`src/rtl/colors_to_bytes_pkg.sv`:
```
// Shared widths, phase encoding and a constant-width helper for the
// color-to-byte unpacker and its byte FIFO.
package colors_to_bytes_pkg;

  localparam int BYTE_LEN   = 8;
  localparam int COLOR_LEN  = 12;
  localparam int NIBBLE_LEN = COLOR_LEN - BYTE_LEN;

  // PH_SECOND means a nibble from the previous color is waiting to be joined
  typedef enum logic {
    PH_FIRST  = 1'b0,
    PH_SECOND = 1'b1
  } phase_t;

  // Ceiling log2, usable in parameter and localparam expressions
  function automatic int clog2(input int value);
    int result;
    result = 0;
    while ((1 << result) < value) begin
      result = result + 1;
    end
    return result;
  endfunction

endpackage

```
`src/rtl/colors_to_bytes_byte_fifo.sv`:
```
// Small synchronous FIFO that takes one or two entries per cycle and
// gives back one. When empty, head shows the most recently popped entry,
// so a consumer that ignores the strobe still sees a stable value.
module byte_fifo
  import colors_to_bytes_pkg::*;
#(
  parameter int WIDTH = 9,
  parameter int DEPTH = 4
) (
  input  logic                   clk,
  input  logic                   rst,
  input  logic                   push,
  input  logic                   push2,
  input  logic [WIDTH-1:0]       wr_data0,
  input  logic [WIDTH-1:0]       wr_data1,
  input  logic                   pop,
  output logic                   empty,
  output logic [clog2(DEPTH):0]  free,
  output logic [WIDTH-1:0]       head
);

  localparam int AW = clog2(DEPTH);

  logic [WIDTH-1:0] mem [DEPTH];
  logic [AW-1:0]    wr_ptr;
  logic [AW-1:0]    rd_ptr;
  logic [AW:0]      count;
  logic [WIDTH-1:0] last_pop;
  logic [AW:0]      push_cnt;
  logic             do_pop;

  // push2 only takes effect together with push: it adds a second entry
  always_comb begin
    push_cnt = '0;
    if (push) begin
      push_cnt = push2 ? (AW+1)'(2) : (AW+1)'(1);
    end
  end

  assign do_pop = pop && (count != '0);
  assign empty  = (count == '0);
  assign free   = (AW+1)'(DEPTH) - count;
  assign head   = empty ? last_pop : mem[rd_ptr];

  // Pointers, occupancy and the last popped entry; pointers wrap naturally
  always_ff @(posedge clk or posedge rst) begin
    if (rst) begin
      wr_ptr   <= '0;
      rd_ptr   <= '0;
      count    <= '0;
      last_pop <= '0;
    end else begin
      if (push) begin
        wr_ptr <= wr_ptr + AW'(push_cnt);
      end
      if (do_pop) begin
        rd_ptr   <= rd_ptr + AW'(1);
        last_pop <= mem[rd_ptr];
      end
      count <= count + push_cnt - (AW+1)'(do_pop);
    end
  end

  // Storage writes; contents are only ever read while counted as valid
  always_ff @(posedge clk) begin
    if (push) begin
      mem[wr_ptr] <= wr_data0;
      if (push2) begin
        mem[wr_ptr + AW'(1)] <= wr_data1;
      end
    end
  end

endmodule

```
`src/rtl/colors_to_bytes.sv`:
```
// Unpacks 12-bit colors into an MSB-first 8-bit bytestream: two colors
// become three bytes, and an odd trailing color is padded with zeros.
module colors_to_bytes
  import colors_to_bytes_pkg::*;
#(
  parameter int FIFO_DEPTH = 4
) (
  input  logic                 clk,
  input  logic                 rst,
  input  logic                 inclk,
  input  logic [COLOR_LEN-1:0] in,
  input  logic                 in_done,
  input  logic                 downstream_rdy,
  output logic                 rdy,
  output logic                 outclk,
  output logic [BYTE_LEN-1:0]  out,
  output logic                 done,
  output logic                 overflow
);

  localparam int AW = clog2(FIFO_DEPTH);

  phase_t                phase, phase_next;
  logic [NIBBLE_LEN-1:0] nibble, nibble_next;
  logic                  overflow_next;
  logic                  accept;
  logic                  push, push2;
  logic [BYTE_LEN:0]     wr_data0, wr_data1;
  logic                  empty;
  logic [AW:0]           free;
  logic [BYTE_LEN:0]     head;

  byte_fifo #(
    .WIDTH (BYTE_LEN + 1),
    .DEPTH (FIFO_DEPTH)
  ) u_fifo (
    .clk      (clk),
    .rst      (rst),
    .push     (push),
    .push2    (push2),
    .wr_data0 (wr_data0),
    .wr_data1 (wr_data1),
    .pop      (outclk),
    .empty    (empty),
    .free     (free),
    .head     (head)
  );

  // Room for two bytes means any accepted color can be stored whole
  assign rdy    = (free >= (AW+1)'(2)) && !rst;
  assign accept = inclk && rdy;

  assign outclk = !empty && downstream_rdy;
  assign out    = head[BYTE_LEN:1];
  assign done   = outclk && head[0];

  // Phase register, held nibble and sticky drop flag
  always_ff @(posedge clk or posedge rst) begin
    if (rst) begin
      phase    <= PH_FIRST;
      nibble   <= '0;
      overflow <= 1'b0;
    end else begin
      phase    <= phase_next;
      nibble   <= nibble_next;
      overflow <= overflow_next;
    end
  end

  // Split or join colors into bytes; entries are {byte, last}
  always_comb begin
    phase_next    = phase;
    nibble_next   = nibble;
    overflow_next = overflow || (inclk && !rdy);
    push          = 1'b0;
    push2         = 1'b0;
    wr_data0      = '0;
    wr_data1      = '0;
    if (accept) begin
      case (phase)
        PH_FIRST: begin
          push        = 1'b1;
          wr_data0    = {in[COLOR_LEN-1 -: BYTE_LEN], 1'b0};
          nibble_next = in[NIBBLE_LEN-1:0];
          if (in_done) begin
            push2    = 1'b1;
            wr_data1 = {in[NIBBLE_LEN-1:0], {(BYTE_LEN-NIBBLE_LEN){1'b0}}, 1'b1};
          end else begin
            phase_next = PH_SECOND;
          end
        end
        PH_SECOND: begin
          push       = 1'b1;
          push2      = 1'b1;
          wr_data0   = {nibble, in[COLOR_LEN-1 -: (BYTE_LEN-NIBBLE_LEN)], 1'b0};
          wr_data1   = {in[BYTE_LEN-1:0], in_done};
          phase_next = PH_FIRST;
        end
        default: phase_next = PH_FIRST;
      endcase
    end
  end

endmodule

```
`config.mk`:
```
export PLATFORM = sky130hd
export DESIGN_NAME = colors_to_bytes
export DESIGN_NICKNAME = d
export VERILOG_FILES = /design/src/rtl/colors_to_bytes_pkg.sv /design/src/rtl/colors_to_bytes_byte_fifo.sv /design/src/rtl/colors_to_bytes.sv
export SDC_FILE = /design/constraint.sdc
export NUM_CORES = 1
export LEC_CHECK = 0
export CORE_ASPECT_RATIO = 1.25
export CORE_MARGIN = 2
export CORE_UTILIZATION = 52
export CTS_BUF_LIST = sky130_fd_sc_hd__clkbuf_16
export DETAILED_ROUTE_END_ITERATION = 6
export GPL_TIMING_DRIVEN = 1
export MAX_ROUTING_LAYER = met4
export PLACE_DENSITY = 0.72
export SETUP_SLACK_MARGIN = 0.1
export SLEW_MARGIN = 20
export SYNTH_ARGS = -nofsm -noshare
export SYNTH_HDL_FRONTEND = slang
export SYNTH_SLANG_ARGS = --single-unit
```
`constraint.sdc`:
```
create_clock -name clk -period 2.58 [get_ports clk]
set_clock_uncertainty 0.05 [all_clocks]
set_input_delay 0.645 -clock clk [delete_from_list [all_inputs] [get_ports clk]]
set_output_delay 0.645 -clock clk [all_outputs]
set_load 0.02 [all_outputs]
```
-- Yosys cells after proc, flatten, opt, wreduce, memory -nomap -nowiden
Memories as Yosys holds them, arrays and structs flattened.
Cells that the tools add are included.
- register bits: 22
- RAM bits: 36
- bits of input ports: 17
- word-level logic and storage cells: 48
- memories: 1
- add/subtract/negate cells: 6
- magnitude comparators: 1
- muxes and demuxes: 19
- bitwise gates (word level): 1
- reductions and logical operators: 13
- memory list (memory ; words ; bits a word ; read ports ; clocked after memory_dff ; wr ports ; RTL line ; source):
    u_fifo.mem ; 4 ; 9 ; 1 ; 0 ; 2 ; colors_to_bytes_byte_fifo.sv:24 ; logic [WIDTH-1:0] mem [DEPTH];
- operator list (cell ; count):
    2-to-1 mux 9 bit ; 4
    one-hot mux 9 bit (2 select lines) ; 2
    2-to-1 mux 1 bit ; 9
    logical AND 1 bit ; 6
    adder 2 x 1 -> 2 bit, second input constant ; 2
    one-hot mux 1 bit (2 select lines) ; 2
    adder 3 bit ; 1
    greater-or-equal comparator 3 x 2 -> 1 bit, second input constant ; 1
    zero test 1 bit ; 3
    zero test 3 bit ; 1
    2-to-1 mux 3 bit ; 1
    nonzero test 3 bit ; 1
    subtractor 3 x 1 -> 3 bit ; 1
    subtractor 3 bit, first input constant ; 1
    adder 2 bit ; 1
    2-to-1 mux 2 bit ; 1
    AND reduction 2 bit ; 1
    logical OR 1 bit ; 1
    inverter 1 bit ; 1

-- Longest topological paths before layout
- word-level depth: 9
- depth in mapped cells: 12

-- By module
From an unflattened synthesis, not the netlist that was laid out.
- cell total of the unflattened synthesis: 265
- area total of the unflattened synthesis: 3319.4 µm²
- modules (own cells, without submodules) (module ; times used ; cells each ; area each (µm²)):
    byte_fifo ; 1 ; 207 ; 2798.9
    colors_to_bytes ; 1 ; 58 ; 520.5

-- Least setup slack after synthesis
OpenSTA, ideal clock, no wires.
- path kind: reg-to-reg
- start: register u_fifo.count[0]
- end: register u_fifo.count[2]
- library setup time: 0.123 ns
- data arrival time: 2.478 ns
- required time: 2.407 ns
- setup slack: -0.071 ns
- cell stages (with the launch flop): 13
- buffers on the path: 2
- period minus slack after synthesis: 2.651 ns
- cells stage by stage: dfrtp_1 -> inv_1 -> ha_1 -> ha_1 -> or3b_4 -> nand2_1 -> buf_4 -> buf_4 -> nor2_1 -> ha_1 -> fa_1 -> xnor2_1 -> xnor2_1
- word-level cells in the longest chain between the ends: 9
- RTL lines (what ; RTL line ; source):
    start: declaration ; colors_to_bytes_byte_fifo.sv:27 ; logic [AW:0] count;
    start signal: assignment ; colors_to_bytes_byte_fifo.sv:60 ; count <= count + push_cnt - (AW+1)'(do_pop);
    subtractor 3 bit ; colors_to_bytes_byte_fifo.sv:42 ; assign free = (AW+1)'(DEPTH) - count;
    greater-or-equal comparator 3 x 2 -> 1 bit ; colors_to_bytes.sv:50 ; assign rdy = (free >= (AW+1)'(2)) && !rst;
    logical AND 1 bit ; colors_to_bytes.sv:50 ;
    logical AND 1 bit ; colors_to_bytes.sv:51 ; assign accept = inclk && rdy;
    2-to-1 mux 1 bit ; colors_to_bytes.sv:79 ; if (accept) begin
    2-to-1 mux 2 bit ; colors_to_bytes_byte_fifo.sv:36 ; push_cnt = push2 ? (AW+1)'(2) : (AW+1)'(1);
    2-to-1 mux 3 bit ; colors_to_bytes_byte_fifo.sv:35 ; if (push) begin
    adder 3 bit ; colors_to_bytes_byte_fifo.sv:60 ;
    subtractor 3 x 1 -> 3 bit (*) ; colors_to_bytes_byte_fifo.sv:60 ;
Mark *: on every way between the ends. The rest lies on a longest branch, timed or not.
A chain may end at the register's enable or synchronous reset.

-- Worst setup path after layout
- start: register u_fifo.rd_ptr[0]
- end: output port done
- word-level cells in the longest chain between the ends: 3
- RTL lines (what ; RTL line ; source):
    start: declaration ; colors_to_bytes_byte_fifo.sv:26 ; logic [AW-1:0] rd_ptr;
    start signal: assignment ; colors_to_bytes_byte_fifo.sv:57 ; rd_ptr <= rd_ptr + AW'(1);
    memory read (4 x 9 bit) ; n/a ;
    2-to-1 mux 9 bit ; colors_to_bytes_byte_fifo.sv:43 ; assign head = empty ? last_pop : mem[rd_ptr];
    logical AND 1 bit ; colors_to_bytes.sv:55 ; assign done = outclk && head[0];
    end: declaration ; colors_to_bytes.sv:17 ; output logic done,
No other way between the ends.

==> results.py <==
metrics = {
    "synthesis": {
        "synth_top_cell_area_share_pct": 33.6,
        "netlist_instances": 303,
        "synth.yosys.seq_area_share_pct": 49.9,
        "synthesis.nets": 328,
        "netlist.top_cell.by_area": "edfxtp_1",
        "post_synth_and_or_nand_nor_area_fraction_pct": 14.3,
        "synth_cell_type_count": 34,
        "syn-mean-instance-area_um2": 10.6,
        "yosys_warnings": 0,
        "synth_adder_area_share_pct": 3.34,
        "synth.area.top_cells": "edfxtp_1 (34%), dfrtp_1 (16%), mux2_2 (8.7%), mux2i_1 (6.2%), o21ai_0 (4.7%)",
        "complex_gate_fraction_of_the_synthesized_area_pct": 10.3,
        "muxShareOfSynthArea_pct": 16.0,
        "post_synth_xor_area_fraction_pct": 1.36,
        "number_of_flip_flops_and_latches_in_the_synthesized_netlist": 57,
        "syn_area_mm2": 0.00322,
        "largest_family_of_logic_cells_by_synthesized_area": "multiplexers",
    },
    "sta": {
        "rsz0062_at_grt": "yes",
        "part_of_the_cycle_the_worst_path_needs_pct": 92.8,
        "worstMarginPinSlew_ns": 0.511,
        "final.hold.worst_slack_ns": 0.415,
        "timing.final.crit_period_ns": 2.39,
        "setup_total_negative_slack_ns": 0,
        "setup-violations-final": 0,
        "final-hold-violation-count": 0,
        "final_slew_viol_count": 0,
        "timing.slew.headroom_pct": 65.9,
        "maximum_clock_frequency_ghz": 0.418,
    },
    "routing": {
        "drt_iter0_drc": 190,
        "drt_pre_antenna_iters": 5,
        "via_count": 2377,
        "ant_nets": 0,
        "via_per_inst": 5.57,
        "post_drt_wl_per_cell_um": 16.3,
        "drt-total-wl_um": 6950,
        "drcViolationCount": 0,
    },
    "clocking": {
        "cts-htree-levels": 3,
        "cts.sinks": 57,
        "post_cts_repair_timing_setup_buffer_count": 0,
        "tritoncts.num_buffers": 9,
        "clockBufferDepth": 2,
        "cts_hold_buf": 0,
        "cts-resized-gates": 40,
        "cts_tree": "yes",
        "clk_pin_slew_ns": 0.05,
        "cts_root_buffer": "clkbuf_16",
        "clk-insertion-delay-late_ns": 0.32,
    },
    "place": {
        "portBuffers": 28,
        "detailedPlacementHpwl_um": 4860,
        "dpl.cell_count": 411,
        "placed_area_mm2": 0.00365,
        "finalWeightedCongestion": 0.885,
    },
    "setup_path": {
        "crit_start": "u_fifo.rd_ptr[0]",
        "timing.rr.start": "u_fifo.count[1]",
        "data_required_time_at_the_worst_endpoint_ns": 1.88,
        "cpLargestDelayFamily": "multiplexers",
        "cp.arrival_ns": 1.70,
        "cpPeakStageDelay_ns": 0.50,
        "critical_setup_path_kind": "register to output pin",
        "worstPathCellList": "buf_12 -> mux4_2 -> and2_4 -> buf_2",
        "critPathCaptureType": "output pin",
        "crit_fanout": 19,
        "critical_path.startpoint_type": "register",
        "cp_slowest_cell": "mux4_2",
        "cp.buffers_inverters": 2,
    },
    "floorplan": {
        "die_area_mm2": 0.00684,
        "io_pins": 29,
        "rows": 32,
        "floorplan.initialDensity_pct": 52.9,
        "die_x_um": 74.4,
        "core_region_area_mm2": 0.00609,
        "die_y_um": 92.0,
    },
    "power": {
        "peakVddDrop_v": 0.000790,
        "finalPower_mw": 4.98,
        "power_per_cell_area_mw_per_mm2": 1260,
        "power.leakage_nw": 1.56,
    },
    "status": {
        "result_of_the_run": "completed",
    },
    "job": {
        "drv.max_cap_violation_count": 0,
    },
    "cells_and_area": {
        "finalNetCount": 362,
        "multiInputGateArea_mm2": 0.00152,
        "layout.filler_cells": 500,
        "final_cell_count_no_fill": 427,
        "flow.area_growth_from_synthesis_pct": 23.3,
        "layout-drive-gt1-share_pct": 24.3,
        "diodes": 0,
        "final-seq-area_mm2": 0.00161,
        "finalInstanceArea_mm2": 0.00397,
    },
    "global_routing": {
        "remaining_overflow_grt": 0,
        "pin_count_of_the_biggest_net_entering_global_routing": 39,
        "gr-usage-all-layers_pct": 23.7,
        "number_of_antenna_violations_at_the_first_check_in_global_routing": 0,
        "grt_pass1_wl_um": 11700,
        "first_global_vias": 2295,
    },
    "hold_path": {
        "hold_path_startpoint": "overflow",
        "worst_hold_path_type": "register to register",
    },
}
-- cell usage after synthesis --
| cell type | number |
|---|---|
| nor3_1 | 25 |
| and3_1 | 1 |
| nor2b_1 | 3 |
| nand2_1 | 31 |
| nand4_1 | 1 |
| buf_6 | 2 |
| clkbuf_2 | 2 |
| o211ai_4 | 1 |
| nor3b_1 | 3 |
| fa_1 | 1 |
| ha_1 | 7 |
| a22oi_1 | 4 |
| buf_4 | 4 |
| clkbuf_1 | 5 |
| xnor2_1 | 5 |
| buf_2 | 8 |
| or3b_4 | 1 |
| edfxtp_1 | 36 |
| and2_4 | 1 |
| or2_2 | 2 |
| a21oi_1 | 26 |
| mux2_2 | 25 |
| and3b_1 | 2 |
| mux2i_1 | 20 |
| mux4_2 | 1 |
| inv_1 | 8 |
| nor2_1 | 18 |
| nand3b_1 | 1 |
| nand3_1 | 2 |
| o21ai_0 | 30 |
| mux2_1 | 1 |
| or3_1 | 1 |
| nand2b_1 | 4 |
| dfrtp_1 | 21 |
-- registers in the layout, indices dropped and copies added, names as in the netlist --
register and flops:
overflow 1, phase 1, u_fifo.last_pop 8, u_fifo.wr_ptr 2, u_fifo.count 3, nibble 4
u_fifo.rd_ptr 2, u_fifo.mem 36
-- layout by cell type, fill, tap and decap left out, types with 2 or more instances in the layout --
| cell type | synthesis | final |
|---|---|---|
| bufinv_16 | 0 | 2 |
| edfxtp_1 | 36 | 36 |
| a22oi_1 | 4 | 4 |
| buf_4 | 4 | 13 |
| mux2_2 | 25 | 25 |
| dfrtp_1 | 21 | 20 |
| buf_12 | 0 | 3 |
| nand2_1 | 31 | 30 |
| nand3_1 | 2 | 2 |
| ha_4 | 0 | 2 |
| and3b_1 | 2 | 2 |
| buf_2 | 8 | 6 |
| nor2_1 | 18 | 18 |
| inv_1 | 8 | 7 |
| or2_2 | 2 | 2 |
| clkbuf_2 | 2 | 4 |
| clkdlybuf4s50_1 | 0 | 17 |
| o21ai_0 | 30 | 30 |
| nor2b_1 | 3 | 3 |
| clkinv_2 | 0 | 2 |
| clkbuf_16 | 0 | 9 |
| nand2b_1 | 4 | 4 |
| xnor2_1 | 5 | 4 |
| a21oi_1 | 26 | 26 |
| inv_2 | 0 | 2 |
| mux2i_1 | 20 | 20 |
| nor3_1 | 25 | 25 |
| ha_1 | 7 | 4 |
-- power breakdown --
part           switching [mW]  total, mW  internal (mW)
combinational            1.26       2.28           1.01
clock                   0.393       1.23          0.835
sequential              0.197       1.48           1.28
-- worst paths after layout --
path,cells past startpoint,end,slack (ns)
worst max-delay path,4,done,0.19
min in group asynchronous,3,u_fifo.wr_ptr[0],0.70
max in group asynchronous,3,u_fifo.rd_ptr[1],1.53
worst min-delay path,1,overflow,0.41
worst max register to register,10,u_fifo.count[2],0.22
worst min register to register,1,overflow,0.41
-- logic make-up after synthesis --
kind of cell,count (synthesis)
AO/OA/AOI/OAI,61
XOR/XNOR,5
adder cells (fa/ha/maj),8
buffers and inverters,29
flip-flops,57
multiplexers,47
AND/OR/NAND/NOR,96
-- per-layer routing --
metal	part of all wire, %	global-route usage (%)
met1	41	30.2
met2	50	35.8
met3	6.5	6.04
met4	2.4	9.82
met5	0	-
-- metrics by stage --
stage                     worst slack, ns  util, %
after CTS                          0.0709     65.7
after floorplan                    0.0603        -
final                               0.186     65.2
after global placement            -0.0743     60.0
after global routing               0.0777     65.2
after detailed placement          -0.0750     60.0
-- layout make-up --
cell class,instances,area share [%]
Inverter,8,0.757
Clock inverter,7,2.18
Tap cell,85,2.68
Sequential cell,57,40.5
Clock buffer,9,5.68
Multi-Input combinational cell,217,38.4
Timing Repair Buffer,44,9.81
-- worst register-to-register path, delay by kind of cell, from the launching register on --
| kind | cells | cell delay (ns) |
|---|---|---|
| adders and majority gates | 4 | 0.94 |
| and+or+nand+nor | 3 | 0.56 |
| DFF | 1 | 0.36 |
| xor gates and xnor gates | 2 | 0.27 |
| buffers and inverters | 1 | 0.06 |
Power figures use the tool's default switching activity.
